**src/rtl/lab_shift_pkg.sv**
```systemverilog
// Shared encodings for the universal shift register: operating modes and
// burst-controller states.
package lab_shift_pkg;

    localparam logic [1:0] MODE_HOLD = 2'b00;
    localparam logic [1:0] MODE_SHL  = 2'b01;
    localparam logic [1:0] MODE_SHR  = 2'b10;
    localparam logic [1:0] MODE_LOAD = 2'b11;

    typedef enum logic [1:0] {
        ST_IDLE  = 2'b00,
        ST_BURST = 2'b01,
        ST_DONE  = 2'b10
    } state_e;

    function automatic logic is_shift_mode(input logic [1:0] m);
        return (m == MODE_SHL) || (m == MODE_SHR);
    endfunction

endpackage

```
**src/rtl/lab_shift_step.sv**
```systemverilog
// One-step next-value mux for the shift register: hold, shift left/right
// (rotate or serial fill) or parallel load. Purely combinational.
module lab_shift_step
    import lab_shift_pkg::*;
#(
    parameter int WIDTH = 8
) (
    input  logic [WIDTH-1:0] q_i,
    input  logic [WIDTH-1:0] d_i,
    input  logic [1:0]       mode_i,
    input  logic             rot_i,
    input  logic             sin_l_i,
    input  logic             sin_r_i,
    output logic [WIDTH-1:0] q_next_o
);

    always_comb begin
        q_next_o = q_i;
        case (mode_i)
            MODE_SHL:  q_next_o = {q_i[WIDTH-2:0], rot_i ? q_i[WIDTH-1] : sin_r_i};
            MODE_SHR:  q_next_o = {rot_i ? q_i[0] : sin_l_i, q_i[WIDTH-1:1]};
            MODE_LOAD: q_next_o = d_i;
            default:   q_next_o = q_i;
        endcase
    end

endmodule

```
**src/rtl/lab_universal_shift_reg.sv**
```systemverilog
// Universal shift register with single-step operations and an n-step shift
// burst controller (IDLE -> BURST -> DONE) that exposes its state on dbg_state.
module lab_universal_shift_reg
    import lab_shift_pkg::*;
#(
    parameter int WIDTH = 8,
    parameter int CNT_W = $clog2(WIDTH + 1)
) (
    input  logic             clk,
    input  logic             rst,
    input  logic             E,
    input  logic [1:0]       mode,
    input  logic             rot,
    input  logic             sin_r,
    input  logic             sin_l,
    input  logic [WIDTH-1:0] D,
    input  logic             start,
    input  logic [CNT_W-1:0] n,
    output logic [WIDTH-1:0] Q,
    output logic [WIDTH-1:0] Qb,
    output logic             busy,
    output logic             done,
    output logic [1:0]       dbg_state
);

    state_e           state_q, state_d;
    logic [WIDTH-1:0] q_q, q_d;
    logic [CNT_W-1:0] cnt_q, cnt_d;
    logic [1:0]       mode_q, mode_d;
    logic             rot_q, rot_d;

    logic [1:0]       step_mode;
    logic             step_rot;
    logic [WIDTH-1:0] step_q;

    // A running burst uses the mode/rot captured at start; serial inputs stay live.
    assign step_mode = (state_q == ST_BURST) ? mode_q : mode;
    assign step_rot  = (state_q == ST_BURST) ? rot_q  : rot;

    lab_shift_step #(.WIDTH(WIDTH)) u_step (
        .q_i      (q_q),
        .d_i      (D),
        .mode_i   (step_mode),
        .rot_i    (step_rot),
        .sin_l_i  (sin_l),
        .sin_r_i  (sin_r),
        .q_next_o (step_q)
    );

    always_comb begin
        state_d = state_q;
        q_d     = q_q;
        cnt_d   = cnt_q;
        mode_d  = mode_q;
        rot_d   = rot_q;
        case (state_q)
            ST_IDLE: begin
                if (E) begin
                    if (start) begin
                        if (is_shift_mode(mode) && (n != '0)) begin
                            q_d     = step_q;
                            mode_d  = mode;
                            rot_d   = rot;
                            cnt_d   = n - CNT_W'(1);
                            state_d = (n != CNT_W'(1)) ? ST_BURST : ST_DONE;
                        end else begin
                            state_d = ST_DONE;
                        end
                    end else begin
                        q_d = step_q;
                    end
                end
            end
            ST_BURST: begin
                // cnt_q counts shifts still owed; the last one lands us in DONE.
                if (E) begin
                    q_d   = step_q;
                    cnt_d = cnt_q - CNT_W'(1);
                    if (cnt_q == CNT_W'(1)) begin
                        state_d = ST_DONE;
                    end
                end
            end
            ST_DONE: begin
                state_d = ST_IDLE;
            end
            default: begin
                state_d = ST_IDLE;
            end
        endcase
    end

    always_ff @(posedge clk or posedge rst) begin
        if (rst) begin
            state_q <= ST_IDLE;
            q_q     <= '0;
            cnt_q   <= '0;
            mode_q  <= MODE_HOLD;
            rot_q   <= 1'b0;
        end else begin
            state_q <= state_d;
            q_q     <= q_d;
            cnt_q   <= cnt_d;
            mode_q  <= mode_d;
            rot_q   <= rot_d;
        end
    end

    assign Q         = q_q;
    assign Qb        = ~q_q;
    assign busy      = (state_q == ST_BURST);
    assign done      = (state_q == ST_DONE);
    assign dbg_state = state_q;

endmodule
```
**config.mk**
```make
export PLATFORM = sky130hd
export DESIGN_NAME = lab_universal_shift_reg
export DESIGN_NICKNAME = d
export VERILOG_FILES = /design/src/rtl/lab_shift_pkg.sv /design/src/rtl/lab_shift_step.sv /design/src/rtl/lab_universal_shift_reg.sv
export SDC_FILE = /design/constraint.sdc
export NUM_CORES = 1
export LEC_CHECK = 0
export BUFFER_PORTS_ARGS = -buffer_cell sky130_fd_sc_hd__buf_2
export CELL_PAD_IN_SITES_DETAIL_PLACEMENT = 1
export CELL_PAD_IN_SITES_GLOBAL_PLACEMENT = 2
export CORE_ASPECT_RATIO = 0.7
export CORE_UTILIZATION = 26
export CTS_CLUSTER_DIAMETER = 30
export DETAILED_ROUTE_END_ITERATION = 6
export PLACE_DENSITY = 0.81
export SETUP_SLACK_MARGIN = 0.15
export SLEW_MARGIN = 20
export SYNTH_ARGS = -nofsm -noshare
export SYNTH_HDL_FRONTEND = slang
export SYNTH_SLANG_ARGS = --single-unit
```
**constraint.sdc**
```tcl
create_clock -name clk -period 1.55 [get_ports clk]
set_input_delay 0 -clock clk [delete_from_list [all_inputs] [get_ports clk]]
set_output_delay 0 -clock clk [all_outputs]
set_load 0.005 [all_outputs]
```
# [Yosys cells after proc, flatten, opt, wreduce, memory -nomap -nowiden]
# Cells that the tools add are included.
[word_totals] reg_bits=17 inputBits=21 out_inout_bits=20 word_cells=54
[classes] add_sub_neg=2 n_eq_ne=15 muxes=22 bitwise_logic=1 n_reduce_logical=9
[ops] operator="8-bit 2-to-1 mux" n=4
[ops] operator="8-bit one-hot mux with 3 select lines" n=1
[ops] operator="4-bit 2-to-1 mux" n=4
[ops] operator="8-bit one-hot mux with 2 select lines" n=1
[ops] operator="2-bit 2-to-1 mux" n=7
[ops] operator="4-bit AND reduction" n=3
[ops] operator="2-bit == test (second input constant)" n=4
[ops] operator="2-bit inequality test (second input constant)" n=4
[ops] operator="8-bit NOT" n=1
[ops] operator="4-bit one-hot mux with 2 select lines" n=1
[ops] operator="4-bit by 1-bit subtractor with 4-bit output (second input constant)" n=2
[ops] operator="2-bit by 1-bit == test with 1-bit output (second input constant)" n=3
[ops] operator="5-bit AND reduction" n=1
[ops] operator="4-bit by 1-bit == test with 1-bit output (second input constant)" n=1
[ops] operator="4-bit by 1-bit inequality test with 1-bit output (second input constant)" n=1
[ops] operator="2-bit one-hot mux with 2 select lines" n=1
[ops] operator="4-bit nonzero test" n=1
[ops] operator="1-bit 2-to-1 mux" n=3
[ops] operator="3-bit inequality test (second input constant)" n=1
[ops] operator="2-bit zero test" n=1
[ops] operator="2-bit by 1-bit inequality test with 1-bit output (second input constant)" n=1
[ops] operator="2-bit nonzero test" n=1
[ops] operator="1-bit logical AND" n=1
[ops] operator="1-bit logical OR" n=1

# [Longest topological paths before layout]
[depth] word_depth=8 ltp_mapped=7 depth_no_buf=6

# [Cells and area by module]
# A second synthesis with hierarchy kept.
[hier_totals] hier_cells=107 hier_area_um2=1211.2
[modules_own_cells] module="lab_universal_shift_reg" instances=1 cells_each=95 area_per_inst_um2=998.5
[modules_own_cells] module="lab_shift_step" instances=1 cells_each=12 area_per_inst_um2=212.7

# [Worst setup path before layout]
# Ideal clock, no wire load.
[synth_timing] path_type="register to register" startpoint="reg state_q[1] (netlist: dbg_state[1])" endpoint="reg q_q[7] (netlist: Q[7])" setup_time_ps=132 t_arrival_ps=1599 path_slack_ps=-181 path_stages_with_launch=8 n_path_buf=1 synth_period_minus_slack_ps=1731 cell_sequence="dfrtp_1 nand2b_4 inv_2 buf_6 mux2i_2 mux2_2 o211ai_1 a22oi_1"
[synth_via] elab_chain_len=8
[synth_lines] item="start, declared" line_no="lab_universal_shift_reg.sv:26" rtl="state_e state_q, state_d;"
[synth_lines] item="start signal, assigned" line_no="lab_universal_shift_reg.sv:101" rtl="state_q <= state_d;"
[synth_lines] item="2-bit by 1-bit == test with 1-bit output *"
[synth_lines] item="named net busy" line_no="lab_universal_shift_reg.sv:21" rtl="output logic busy,"
[synth_lines] item="2-bit 2-to-1 mux / 1-bit 2-to-1 mux (equally long branches)" line_no="lab_universal_shift_reg.sv:37, lab_universal_shift_reg.sv:38"
[synth_lines] item="2-bit == test (tied with other cells)" line_no="lab_shift_step.sv:19" rtl="case (mode_i)"
[synth_lines] item="8-bit one-hot mux with 3 select lines" line_no="lab_shift_step.sv:19"
[synth_lines] item="8-bit 2-to-1 mux" line_no="lab_universal_shift_reg.sv:60" rtl="if (is_shift_mode(mode) && (n != '0)) begin"
[synth_lines] item="8-bit 2-to-1 mux" line_no="lab_universal_shift_reg.sv:59" rtl="if (start) begin"
[synth_lines] item="8-bit 2-to-1 mux" line_no="lab_universal_shift_reg.sv:58" rtl="if (E) begin"
[synth_lines] item="8-bit one-hot mux with 2 select lines" line_no="lab_universal_shift_reg.sv:56" rtl="case (state_q)"
[synth_lines] item="end signal, assigned" line_no="lab_universal_shift_reg.sv:102" rtl="q_q <= q_d;"
[synth_lines] item="end, declared" line_no="lab_universal_shift_reg.sv:27" rtl="logic [WIDTH-1:0] q_q, q_d;"
# Mark *: on every way through the listed nets, which the timed path passes. The rest lies on a longest branch. The select of a mux whose other input is x is not followed.
# A chain may end at the register's enable or synchronous reset.

# [Final worst setup path]
[layout_timing] startpoint="reg state_q[1] (netlist: dbg_state[1])" endpoint="reg q_q[7] (netlist: Q[7])"
[layout_via] elab_chain_len=8
[layout_lines] item="2-bit by 1-bit == test with 1-bit output" line_no="lab_universal_shift_reg.sv:37, lab_universal_shift_reg.sv:38, lab_universal_shift_reg.sv:56"
[layout_lines] item="2-bit 2-to-1 mux / 1-bit 2-to-1 mux (equally long branches)" line_no="lab_universal_shift_reg.sv:37, lab_universal_shift_reg.sv:38"
[layout_lines] item="2-bit == test (tied with other cells)" line_no="lab_shift_step.sv:19"
[layout_lines] item="8-bit one-hot mux with 3 select lines" line_no="lab_shift_step.sv:19"
[layout_lines] item="8-bit 2-to-1 mux" line_no="lab_universal_shift_reg.sv:60"
[layout_lines] item="8-bit 2-to-1 mux" line_no="lab_universal_shift_reg.sv:59"
[layout_lines] item="8-bit 2-to-1 mux" line_no="lab_universal_shift_reg.sv:58"
[layout_lines] item="8-bit one-hot mux with 2 select lines" line_no="lab_universal_shift_reg.sv:56"
# Parallel ways exist; a longest one is shown, timed or not. The select of a mux whose other input is x is not followed.

==> reports/metrics.yaml <==
critical_path:
  critical-path-top-delay-family: "multiplexers"
  timing.critical_path.cells: "nand2b_4 -> inv_4 -> mux2i_4 -> mux2_4 -> o211ai_1 -> a22oi_1"
  critPathMaxStageDelay_ns: 0.38
  crit_fanout: 4
  critical_path.slowest_cell: "sky130_fd_sc_hd__dfrtp_1"
  critical_path_end_type: "register"
  ff2ff_setup_slack_ns: -0.07
  worstReg2RegEnd: "Q[7]"
  cp.required_ns: 1.69
  cp.buffers_inverters: 1
  crit-reg2reg-launch: "dbg_state[1]"
  arrival_time_of_data_at_the_critical_path_endpoint_ns: 1.76
  worstSetupPathType: "register to register"
  ff2ff_path_depth: 6
  worst_setup_path_start_kind: "register"
outcome:
  violations: "setup timing"
  status: "complete, but fails checks"
timing:
  fin_crit_ns: 1.62
  max_clock_freq_mhz: 618
  rsz0062_at_grt: "yes"
  finalHoldViolations: 0
  final.period_utilization: 1.04
  setup_viol: 10
  drv_slew: 0
  postLayoutSetupSlackWorst_ns: -0.0683
  clock-skew-final_ns: 0.00424
  worst-slew-pin-transition_ns: 0.736
  slew_headroom: 0.509
routing:
  vias_per_cell: 4.77
  vias: 1183
  drt.antenna.violating_nets: 0
  detailedRoute.firstIterationViolations: 30
  drt-pass1-iter-count: 4
  remaining_drc_errors: 0
  final_wl_mm: 3.83
  routed_wire_length_per_instance_um: 15.5
synth:
  synth_cells: 126
  synth_seq_cells: 17
  synth_largest_area_cell: "sky130_fd_sc_hd__dfrtp_1"
  synth_enable_flop_cells: 0
  yosys_warnings: 0
  ys.flop_type: "sky130_fd_sc_hd__dfrtp_1"
  synth_top_cells_by_area: "sky130_fd_sc_hd__dfrtp_1, sky130_fd_sc_hd__mux2i_1, sky130_fd_sc_hd__inv_1"
  async_reset_ff_frac: 1.00
  yosys.area.top_type_share: 0.360
  seq_area_frac_synth: 0.360
  synth.cell_area_um2: 1180
  synth_fp_nets: 151
  synth.avg_cell_area_um2: 9.37
  synthDistinctLibCells: 35
  top_cells_by_instance_count_after_synthesis: "sky130_fd_sc_hd__dfrtp_1, sky130_fd_sc_hd__inv_1, sky130_fd_sc_hd__nor2_1, sky130_fd_sc_hd__a21oi_1, sky130_fd_sc_hd__mux2i_1"
  yosysMostFrequentCell: "sky130_fd_sc_hd__dfrtp_1"
clock_network:
  clock_latency_reported_for_the_late_side_of_the_worst_skew_pair_ns: 0.26
  clk_pin_slew_ns: 0.08
  clock_sink_count: 17
  clock-root-buffer: "sky130_fd_sc_hd__clkbuf_8"
  worst_case_clock_buffer_depth: 2
  cts_htree_levels: 1
  cts_tree: "done"
  tritoncts.num_buffers: 3
place:
  pre_cts_ws_ns: -0.0541
  numPortBuffers: 40
  detailedPlacementHpwl_mm: 2.73
  post_dp_cell_area_um2: 1550
  globalplace.congestion: 0.855
final_layout:
  drive_gt1_frac: 0.508
  num-nets-final: 219
  layout-area-overhead-vs-synth_pct: 53.6
  fillCellCount: 541
  final_cell_area_um2: 1810
  antennaDiodeCount: 0
global_route:
  global_route_wire_length_before_repair_mm: 5.58
  grt_usage: 0.155
  antenna_violations_before_repair: 0
  groute.layer.met1.usage: 0.218
  grt_max_degree: 18
  via_count_of_the_first_global_routing_pass: 1168
  grt_busiest_layer: "met2"
  grtUsageMet3: 0.0217
  grt_overflow_total: 0
  grtUsageMet2: 0.248
hold_path:
  hold_path_end: "rot_q"
  min-delay-start: "rot"
  hold_path.class: "input pin to register"
  whs_path_depth: 2
die:
  floorplan.initialDensity: 0.271
  die_height_um: 58.4
  top_level_ports: 41
  row_count: 20
  fp.dieArea_um2: 4820
  core_region_area_um2: 4350
  die_width_um: 82.6
pwr:
  power.leakage_nw: 0.932
  power_per_cell_area_nw_per_um2: 1790
  power.ir.vdd_worst_mv: 0.624
flow_run:
  max_cap_violations: 0
-- registers in the layout (all words and copies together) (netlist names) --
register	flops
dbg_state	2
rot_q	1
cnt_q	4
Q	8
mode_q	2
-- power breakdown --
| group | internal, mW | total (mW) | switching [mW] | leakage [nW] |
|---|---|---|---|---|
| clock network | 0.183 | 0.357 | 0.174 | 0.0228 |
| logic | 1.08 | 1.98 | 0.907 | 0.705 |
| registers | 0.657 | 0.914 | 0.257 | 0.205 |
| total | 1.92 | 3.25 | 1.34 | 0.932 |
-- timing repair --
item | in CTS | in global routing
hold buffers | 1 | 0
resized for setup | 5 | 29
endpoints found under the hold margin | 17 | 0
pin swaps | 0 | 5
setup endpoints to repair | 15 | 16
buffers inserted | 2 | 7
-- through the flow --
step | TNS [ns] | std cells | power (mW) | util | hold slack (ns)
after floorplan | -0.247 | 126 | 1.85 | - | -0.0739
after global placement | 0 | 234 | 2.42 | 0.357 | 0.144
after detailed placement | -0.151 | 234 | 2.49 | 0.357 | 0.158
after CTS | -0.166 | 241 | 2.93 | 0.379 | 0.0187
after global routing | -1.07 | 248 | 3.51 | 0.417 | 0.0397
final | -0.398 | 248 | 3.25 | 0.417 | 0.0316
-- cell usage in the layout (no fill, tap or decap), types with 3 or more instances in the layout --
cell type	count
sky130_fd_sc_hd__ha_1	4
sky130_fd_sc_hd__o21ai_0	3
sky130_fd_sc_hd__dfrtp_1	17
sky130_fd_sc_hd__a21oi_2	3
sky130_fd_sc_hd__a211oi_2	5
sky130_fd_sc_hd__clkbuf_8	3
sky130_fd_sc_hd__mux2i_1	8
sky130_fd_sc_hd__buf_2	40
sky130_fd_sc_hd__mux2_4	5
sky130_fd_sc_hd__nand2_1	3
sky130_fd_sc_hd__o21ai_1	3
sky130_fd_sc_hd__buf_4	17
sky130_fd_sc_hd__inv_1	15
sky130_fd_sc_hd__a21oi_1	6
sky130_fd_sc_hd__a21o_1	6
sky130_fd_sc_hd__nor2_1	8
sky130_fd_sc_hd__buf_6	8
sky130_fd_sc_hd__nand2b_1	3
-- worst max-delay path by stage --
stage	endpoint	slack, ns	cells after the start	from
floorplan	Q[7]	-0.14	7	dbg_state[1]
global placement	Q[0]	0.0005	6	dbg_state[1]
detailed placement	Q[0]	-0.05	5	dbg_state[1]
CTS	Q[0]	-0.05	5	dbg_state[1]
global route	Q[5]	-0.17	6	dbg_state[0]
finish	Q[7]	-0.07	6	dbg_state[1]
-- cell families after synthesis --
family / share of synthesized area
xor gates and xnor gates: 0.0222
adders and majority gates: 0.0424
and+or+nand+nor: 0.137
AOI/OAI and AO/OA: 0.210
muxes: 0.143
buffers and inverters: 0.0858
DFF: 0.360
-- metal layers --
metal / share of wire / vias to the layer above
met4: 0.010 / 0
li1: - / 572
met2: 0.50 / 19
met1: 0.46 / 588
met3: 0.025 / 4
met5: 0 / -
-- cell type report --
class                   instances  area [um^2]  share of cell area
inverters                      16         62.6              0.0345
flip-flops and latches         17          425               0.234
repair buffers                 67          448               0.247
multi-input cells              89          764               0.421
clock buffers                   4         45.0              0.0248
well taps                      55         68.8              0.0379
No activity file was read; power rests on OpenSTA's default activity.
